$ cat src/rtl/controlador_mult_escalar_pkg.sv
// Shared constants and types for the sequential scalar-by-matrix multiply controller.
package controlador_mult_escalar_pkg;

  localparam int unsigned N_ELEM = 25;
  localparam int unsigned ELEM_W = 8;
  localparam int unsigned MAT_W  = N_ELEM * ELEM_W;
  localparam int unsigned IDX_W  = 5;
  // Wide enough to hold idx + LANES for any legal LANES without wrapping.
  localparam int unsigned CNT_W  = 7;

  typedef enum logic [1:0] {
    IDLE,
    CALC,
    DONE
  } state_t;

  typedef logic signed [ELEM_W-1:0] elem_t;

endpackage

$ cat src/rtl/controlador_mult_escalar_if.sv
// Request/result bundle between the operation FSM and the scalar multiply controller.
interface controlador_mult_escalar_if;
  import controlador_mult_escalar_pkg::*;

  logic             start;
  logic [MAT_W-1:0] matriz_A;
  elem_t            num_inteiro;
  logic [MAT_W-1:0] nova_matriz_A;
  logic             busy;
  logic             done;
  logic             overflow;

  modport master (
    output start, matriz_A, num_inteiro,
    input  nova_matriz_A, busy, done, overflow
  );

  modport slave (
    input  start, matriz_A, num_inteiro,
    output nova_matriz_A, busy, done, overflow
  );

endinterface

$ cat src/rtl/controlador_mult_escalar_elemento_mult_sat.sv
// One multiplier lane: signed 8x8 product reduced to 8 bits.
// MULT_SATURACAO_EN selects clamping with an overflow bit; otherwise two's-complement wrap.
module elemento_mult_sat
  import controlador_mult_escalar_pkg::*;
(
  input  elem_t elem,
  input  elem_t escalar,
  output elem_t res_c,
  output logic  ovf_c
);

`ifdef MULT_SATURACAO_EN
  localparam int unsigned PROD_W = 2 * ELEM_W;

  logic signed [PROD_W-1:0] prod;

  // Full-width product, clamped into the 8-bit signed range.
  always_comb begin
    prod  = PROD_W'(elem) * PROD_W'(escalar);
    res_c = elem_t'(prod);
    ovf_c = 1'b0;
    if (prod > PROD_W'(127)) begin
      res_c = elem_t'(127);
      ovf_c = 1'b1;
    end else if (prod < PROD_W'(-128)) begin
      res_c = elem_t'(-128);
      ovf_c = 1'b1;
    end
  end
`else
  // Low 8 bits of the product, same as the combinational scalar multiplier.
  assign res_c = elem * escalar;
  assign ovf_c = 1'b0;
`endif

endmodule

$ cat src/rtl/controlador_mult_escalar.sv
// Sequential scalar-by-matrix multiply controller: captures a 5x5 matrix and a scalar on start,
// then streams elements through LANES shared multipliers. Optional macro: MULT_SATURACAO_EN.
module controlador_mult_escalar
  import controlador_mult_escalar_pkg::*;
#(
  parameter int unsigned LANES = 1
) (
  input logic                      clk,
  input logic                      reset,
  controlador_mult_escalar_if.slave bus
);

  state_t           state, state_d;
  logic [IDX_W-1:0] idx, idx_d;
  logic             busy_d, done_d;
  logic             capture_c, calc_c, last_c;

  elem_t op_q  [N_ELEM];
  elem_t res_q [N_ELEM];
  elem_t esc_q;
  logic  busy_q, done_q, ovf_q;

  logic [CNT_W-1:0] slot_c     [LANES];
  logic             lane_ok_c  [LANES];
  logic             lane_we_c  [LANES];
  logic [IDX_W-1:0] sel_c      [LANES];
  elem_t            lane_res_c [LANES];
  logic [LANES-1:0] lane_raw_ovf_c;
  logic [LANES-1:0] lane_ovf_c;

  // Lane k handles slot idx+k; slots past the matrix end are masked.
  for (genvar k = 0; k < LANES; k++) begin : g_lane
    assign slot_c[k]     = CNT_W'(idx) + CNT_W'(k);
    assign lane_ok_c[k]  = slot_c[k] < CNT_W'(N_ELEM);
    assign lane_we_c[k]  = calc_c && lane_ok_c[k];
    assign sel_c[k]      = lane_ok_c[k] ? IDX_W'(slot_c[k]) : '0;
    assign lane_ovf_c[k] = lane_raw_ovf_c[k] && lane_we_c[k];

    elemento_mult_sat u_lane (
      .elem    (op_q[sel_c[k]]),
      .escalar (esc_q),
      .res_c   (lane_res_c[k]),
      .ovf_c   (lane_raw_ovf_c[k])
    );
  end

  assign last_c = (CNT_W'(idx) + CNT_W'(LANES)) >= CNT_W'(N_ELEM);

  // State and index registers.
  always_ff @(posedge clk or posedge reset) begin
    if (reset) begin
      state <= IDLE;
      idx   <= '0;
    end else begin
      state <= state_d;
      idx   <= idx_d;
    end
  end

  // Next-state, index advance and registered-status decode.
  always_comb begin
    state_d   = state;
    idx_d     = idx;
    capture_c = 1'b0;
    calc_c    = 1'b0;
    busy_d    = 1'b0;
    done_d    = 1'b0;
    case (state)
      IDLE: begin
        if (bus.start) begin
          capture_c = 1'b1;
          idx_d     = '0;
          state_d   = CALC;
        end
      end
      CALC: begin
        calc_c = 1'b1;
        idx_d  = idx + IDX_W'(LANES);
        if (last_c) state_d = DONE;
      end
      DONE:    state_d = IDLE;
      default: state_d = IDLE;
    endcase
    busy_d = (state_d == CALC) || (state_d == DONE);
    done_d = (state_d == DONE);
  end

  // Operand capture, lane result writeback and status flags.
  always_ff @(posedge clk or posedge reset) begin
    if (reset) begin
      busy_q <= 1'b0;
      done_q <= 1'b0;
      ovf_q  <= 1'b0;
      esc_q  <= '0;
      for (int i = 0; i < N_ELEM; i++) begin
        op_q[i]  <= '0;
        res_q[i] <= '0;
      end
    end else begin
      busy_q <= busy_d;
      done_q <= done_d;
      if (capture_c) begin
        esc_q <= bus.num_inteiro;
        ovf_q <= 1'b0;
        for (int i = 0; i < N_ELEM; i++) begin
          op_q[i] <= bus.matriz_A[i*ELEM_W +: ELEM_W];
        end
      end
      if (calc_c) begin
        ovf_q <= ovf_q | (|lane_ovf_c);
        for (int k = 0; k < LANES; k++) begin
          if (lane_we_c[k]) res_q[sel_c[k]] <= lane_res_c[k];
        end
      end
    end
  end

  // Pack the result registers onto the output bus.
  always_comb begin
    bus.nova_matriz_A = '0;
    for (int i = 0; i < N_ELEM; i++) begin
      bus.nova_matriz_A[i*ELEM_W +: ELEM_W] = res_q[i];
    end
  end

  assign bus.busy     = busy_q;
  assign bus.done     = done_q;
  assign bus.overflow = ovf_q;

endmodule

$ cat src/flat_wrapper.sv
// flat-port wrapper written by rule: the top's interface ports become plain ports
module controlador_mult_escalar_flat import controlador_mult_escalar_pkg::*;
#(
  parameter int unsigned LANES = 1
)
  (clk, reset, bus_start, bus_matriz_A, bus_num_inteiro, bus_nova_matriz_A, bus_busy, bus_done, bus_overflow);
  controlador_mult_escalar_if bus_i ();
  input logic clk;
  input logic reset;
  input wire logic [$bits(bus_i.start)-1:0] bus_start;
  input wire logic [$bits(bus_i.matriz_A)-1:0] bus_matriz_A;
  input wire logic [$bits(bus_i.num_inteiro)-1:0] bus_num_inteiro;
  output wire logic [$bits(bus_i.nova_matriz_A)-1:0] bus_nova_matriz_A;
  output wire logic [$bits(bus_i.busy)-1:0] bus_busy;
  output wire logic [$bits(bus_i.done)-1:0] bus_done;
  output wire logic [$bits(bus_i.overflow)-1:0] bus_overflow;
  assign bus_i.start = bus_start;
  assign bus_i.matriz_A = bus_matriz_A;
  assign bus_i.num_inteiro = bus_num_inteiro;
  assign bus_nova_matriz_A = bus_i.nova_matriz_A;
  assign bus_busy = bus_i.busy;
  assign bus_done = bus_i.done;
  assign bus_overflow = bus_i.overflow;
  controlador_mult_escalar #(.LANES(LANES)) u_core (.clk(clk), .reset(reset), .bus(bus_i));
endmodule
$ cat config.mk
export PLATFORM = sky130hd
export DESIGN_NAME = controlador_mult_escalar_flat
export DESIGN_NICKNAME = d
export VERILOG_FILES = /design/src/rtl/controlador_mult_escalar_pkg.sv /design/src/rtl/controlador_mult_escalar_if.sv /design/src/rtl/controlador_mult_escalar_elemento_mult_sat.sv /design/src/rtl/controlador_mult_escalar.sv /design/src/flat_wrapper.sv
export SDC_FILE = /design/constraint.sdc
export NUM_CORES = 1
export LEC_CHECK = 0
export ABC_AREA = 1
export CAP_MARGIN = 15
export CORE_ASPECT_RATIO = 0.9
export CORE_MARGIN = 4
export CORE_UTILIZATION = 45
export CTS_CLUSTER_DIAMETER = 40
export CTS_CLUSTER_SIZE = 8
export DETAILED_ROUTE_END_ITERATION = 8
export PLACE_DENSITY_LB_ADDON = 0.25
export SETUP_SLACK_MARGIN = 0.02
export SYNTH_ARGS = -nofsm -noshare
export SYNTH_HDL_FRONTEND = slang
export SYNTH_SLANG_ARGS = --single-unit
$ cat constraint.sdc
create_clock -name clk -period 14.29 [get_ports clk]
set_input_delay 3.5725 -clock clk [delete_from_list [all_inputs] [get_ports clk]]
set_output_delay 3.5725 -clock clk [all_outputs]
set_load 0.1 [all_outputs]
==> out/results.txt <==
Routed WL: 62.2 mm
Vias: 17.0k
Die ar.: 46100 um^2
Die height: 204 um
Post-synth ARST share: 100%
Final Non-Filler Cells: 3313
Max H-tree Level: 3
Largest stage delay, worst path: 0.63 ns
Setup violators final: 0
Gr ovfl total: 0
Worst clock skew: 0.0251 ns
Total CTS buffers: 70
Yosys top cell area share: 54.3%
Initial antenna violation count: 6
Worst Hold Slack: 0.471 ns
Vias in the first global route: 17.1k
Area grow syn2layout: 33.7%
Period minus WS final: 7.27 ns
Gr usage total: 26.8%
Post-synth EDFFs: 0
Die extent in x: 226 um
Post-DP HPWL: 43.7 mm
Share of cells above drive strength 1: 6.26%
Most frequent CP cell: nand2_1
Skew-Pair Late Insertion Delay: 0.59 ns
Met3 Track Usage GR: 6.16%
Main flop type after synthesis: dfrtp_1
Drt pass-1 iters: 8
Hold_buf cts: 0
Outcome: complete, no violations
Top cells by area, synth: dfrtp_1, nand2_1, o21ai_0
Final TNS setup: 0 ns
RSZ-0062 raised after global routing: false
Worst Max-Slew Pin Slew: 1.16 ns
Post-CTS sizing: 0
Synth area leader: dfrtp_1
CTS tree: built
Deepest clock path buffer count: 3
Critical setup path kind: reg2reg
Placed Instances: 3206
Seq cells post-synth: 417
Met2 GRT Util: 41.1%
Met1 usage: 37.8%
Routability Congestion: 0.961
Vias per cell: 5.13
Clock-pin slew on the worst setup and hold paths: 0.05 ns
Clock sink total: 417
Crit start category: flip-flop
Wire per inst: 18.8 um
Worst Path Arrival: 7.71 ns
Synthesized area: 19200 um^2
Worst EP required: 14.73 ns
Slew HR: 22.9%
Initial Utilization: 45.7%
DRC viols: 0
PortBufs: 412
Crit share post-route: 50.9%
Syn_nets: 2608
Gr busiest metal: met2
Fin nets: 2978
Yosys cell types: 35
Commonest cells in the netlist: nand2_1, dfrtp_1, o21ai_0
Fmax: 138 MHz
Final hold vios: 0
Yosys warning count: 0
Cell count after synthesis: 2363
Antenna Nets Post-Route: 0
Count leader, synth: nand2_1
Top-level port count: 414
First-pass GRT wire length: 96.6 mm
Largest net degree at the start of global routing: 194
Slowest cell on the critical path: nand3_2
Starting DRC count in detailed routing: 1418
Max-cap viol count: 0
Worst Hold Class: reg2reg
Root Buffer: clkbuf_16
Max-slew violations: 0
Post-CTS Setup Bufs: 0
CP Capture Type: flip-flop
Mapped Avg Cell Area: 8.13 um^2
Seq/Total Area, Yosys: 54.3%
Core area: 42000 um^2
FP Rows: 71
Crit Path Max Fanout: 70
-- state kept, by name (all words and copies together), names as in the netlist --
signal / count
u_core.state: 2
u_core.op_q: 200
u_core.bus.done: 1
u_core.idx: 5
u_core.esc_q: 8
u_core.bus.nova_matriz_A: 200
u_core.bus.busy: 1
-- cell families (layout without fill, tap and decap cells) --
family | Yosys count | count (layout) | synth area share [%]
compound gates | 363 | 363 | 9.53
xor+xnor | 8 | 8 | 0.365
fa+ha+maj | 34 | 34 | 2.68
buf+inv | 370 | 769 | 7.88
flops | 417 | 417 | 54.3
other cells | 1 | 5 | 0.0195
simple gates | 1170 | 1170 | 25.2
-- per-stage QoR --
| stage | util (%) | setup WS, ns | area [um^2] |
|---|---|---|---|
| final | 61.1 | 7.02 | 25700 |
| after global placement | 56.0 | 7.18 | 23500 |
| after CTS | 61.0 | 7.07 | 25600 |
| after floorplan | - | 5.09 | 19200 |
| after detailed placement | 56.0 | 7.13 | 23500 |
| after global routing | 61.1 | 6.54 | 25700 |
-- final cells by class --
| type | count | area (um^2) |
|---|---|---|
| Fill cell | 3666 | 16300 |
| Clock inverter | 19 | 224 |
| Timing Repair Buffer | 421 | 4220 |
| Sequential cell | 417 | 10400 |
| Antenna cell | 4 | 10.0 |
| Clock buffer | 82 | 1890 |
| Multi-Input combinational cell | 1576 | 7290 |
| Inverter | 247 | 941 |
| Tap cell | 547 | 684 |
-- final timing paths --
check / to / slack [ns] / start / cells after the start
worst max-delay path: u_core.bus.nova_matriz_A[199] / 7.02 / u_core.idx[3] / 30
worst min-delay path: u_core.op_q[186] / 0.47 / u_core.op_q[186] / 2
worst min register to register: u_core.op_q[186] / 0.47 / u_core.op_q[186] / 2
max in group asynchronous: u_core.bus.nova_matriz_A[199] / 8.54 / reset / 4
min in group asynchronous: u_core.bus.nova_matriz_A[158] / 3.46 / reset / 2
worst max register to register: u_core.bus.nova_matriz_A[199] / 7.02 / u_core.idx[3] / 30
-- layout by cell type (no fill, tap or decap), types with 2 or more instances in the layout --
cell type	count
nand3_2	21
fa_1	12
buf_4	7
a21oi_1	4
diode_2	4
dfrtp_1	416
inv_6	2
nand2_2	9
nand2_1	918
clkinv_4	2
nand3b_1	20
o22ai_1	5
clkbuf_1	3
clkinvlp_4	4
nand2_4	3
o21ai_1	13
inv_2	10
xnor2_1	2
nor2_1	103
clkbuf_16	70
clkinv_8	5
nand3_1	71
xor2_1	6
nand4_1	6
clkinv_2	5
clkinv_1	3
o21ai_0	338
clkbuf_8	9
nor2_4	7
ha_1	22
nor3_2	2
clkdlybuf4s50_1	412
nor3_1	2
bufinv_16	2
nor2_2	6
inv_1	231
-- worst max-delay path: cells and delay by family, from the launching register on --
family | cells | cell delay (ns)
compound gates | 1 | 0.16
xor+xnor | 1 | 0.15
fa+ha+maj | 5 | 2.10
buf+inv | 5 | 0.63
flops | 1 | 0.61
simple gates | 18 | 3.39
-- routing by layer --
metal | up-vias | part of all wire [%]
li1 | 8067 | -
met1 | 8192 | 44
met2 | 613 | 45
met3 | 123 | 7.7
met4 | 4 | 3.0
met5 | - | 0.043
Power is not shown: default switching activity piles up to over one toggle a cycle in this logic, so the estimate is an artifact.
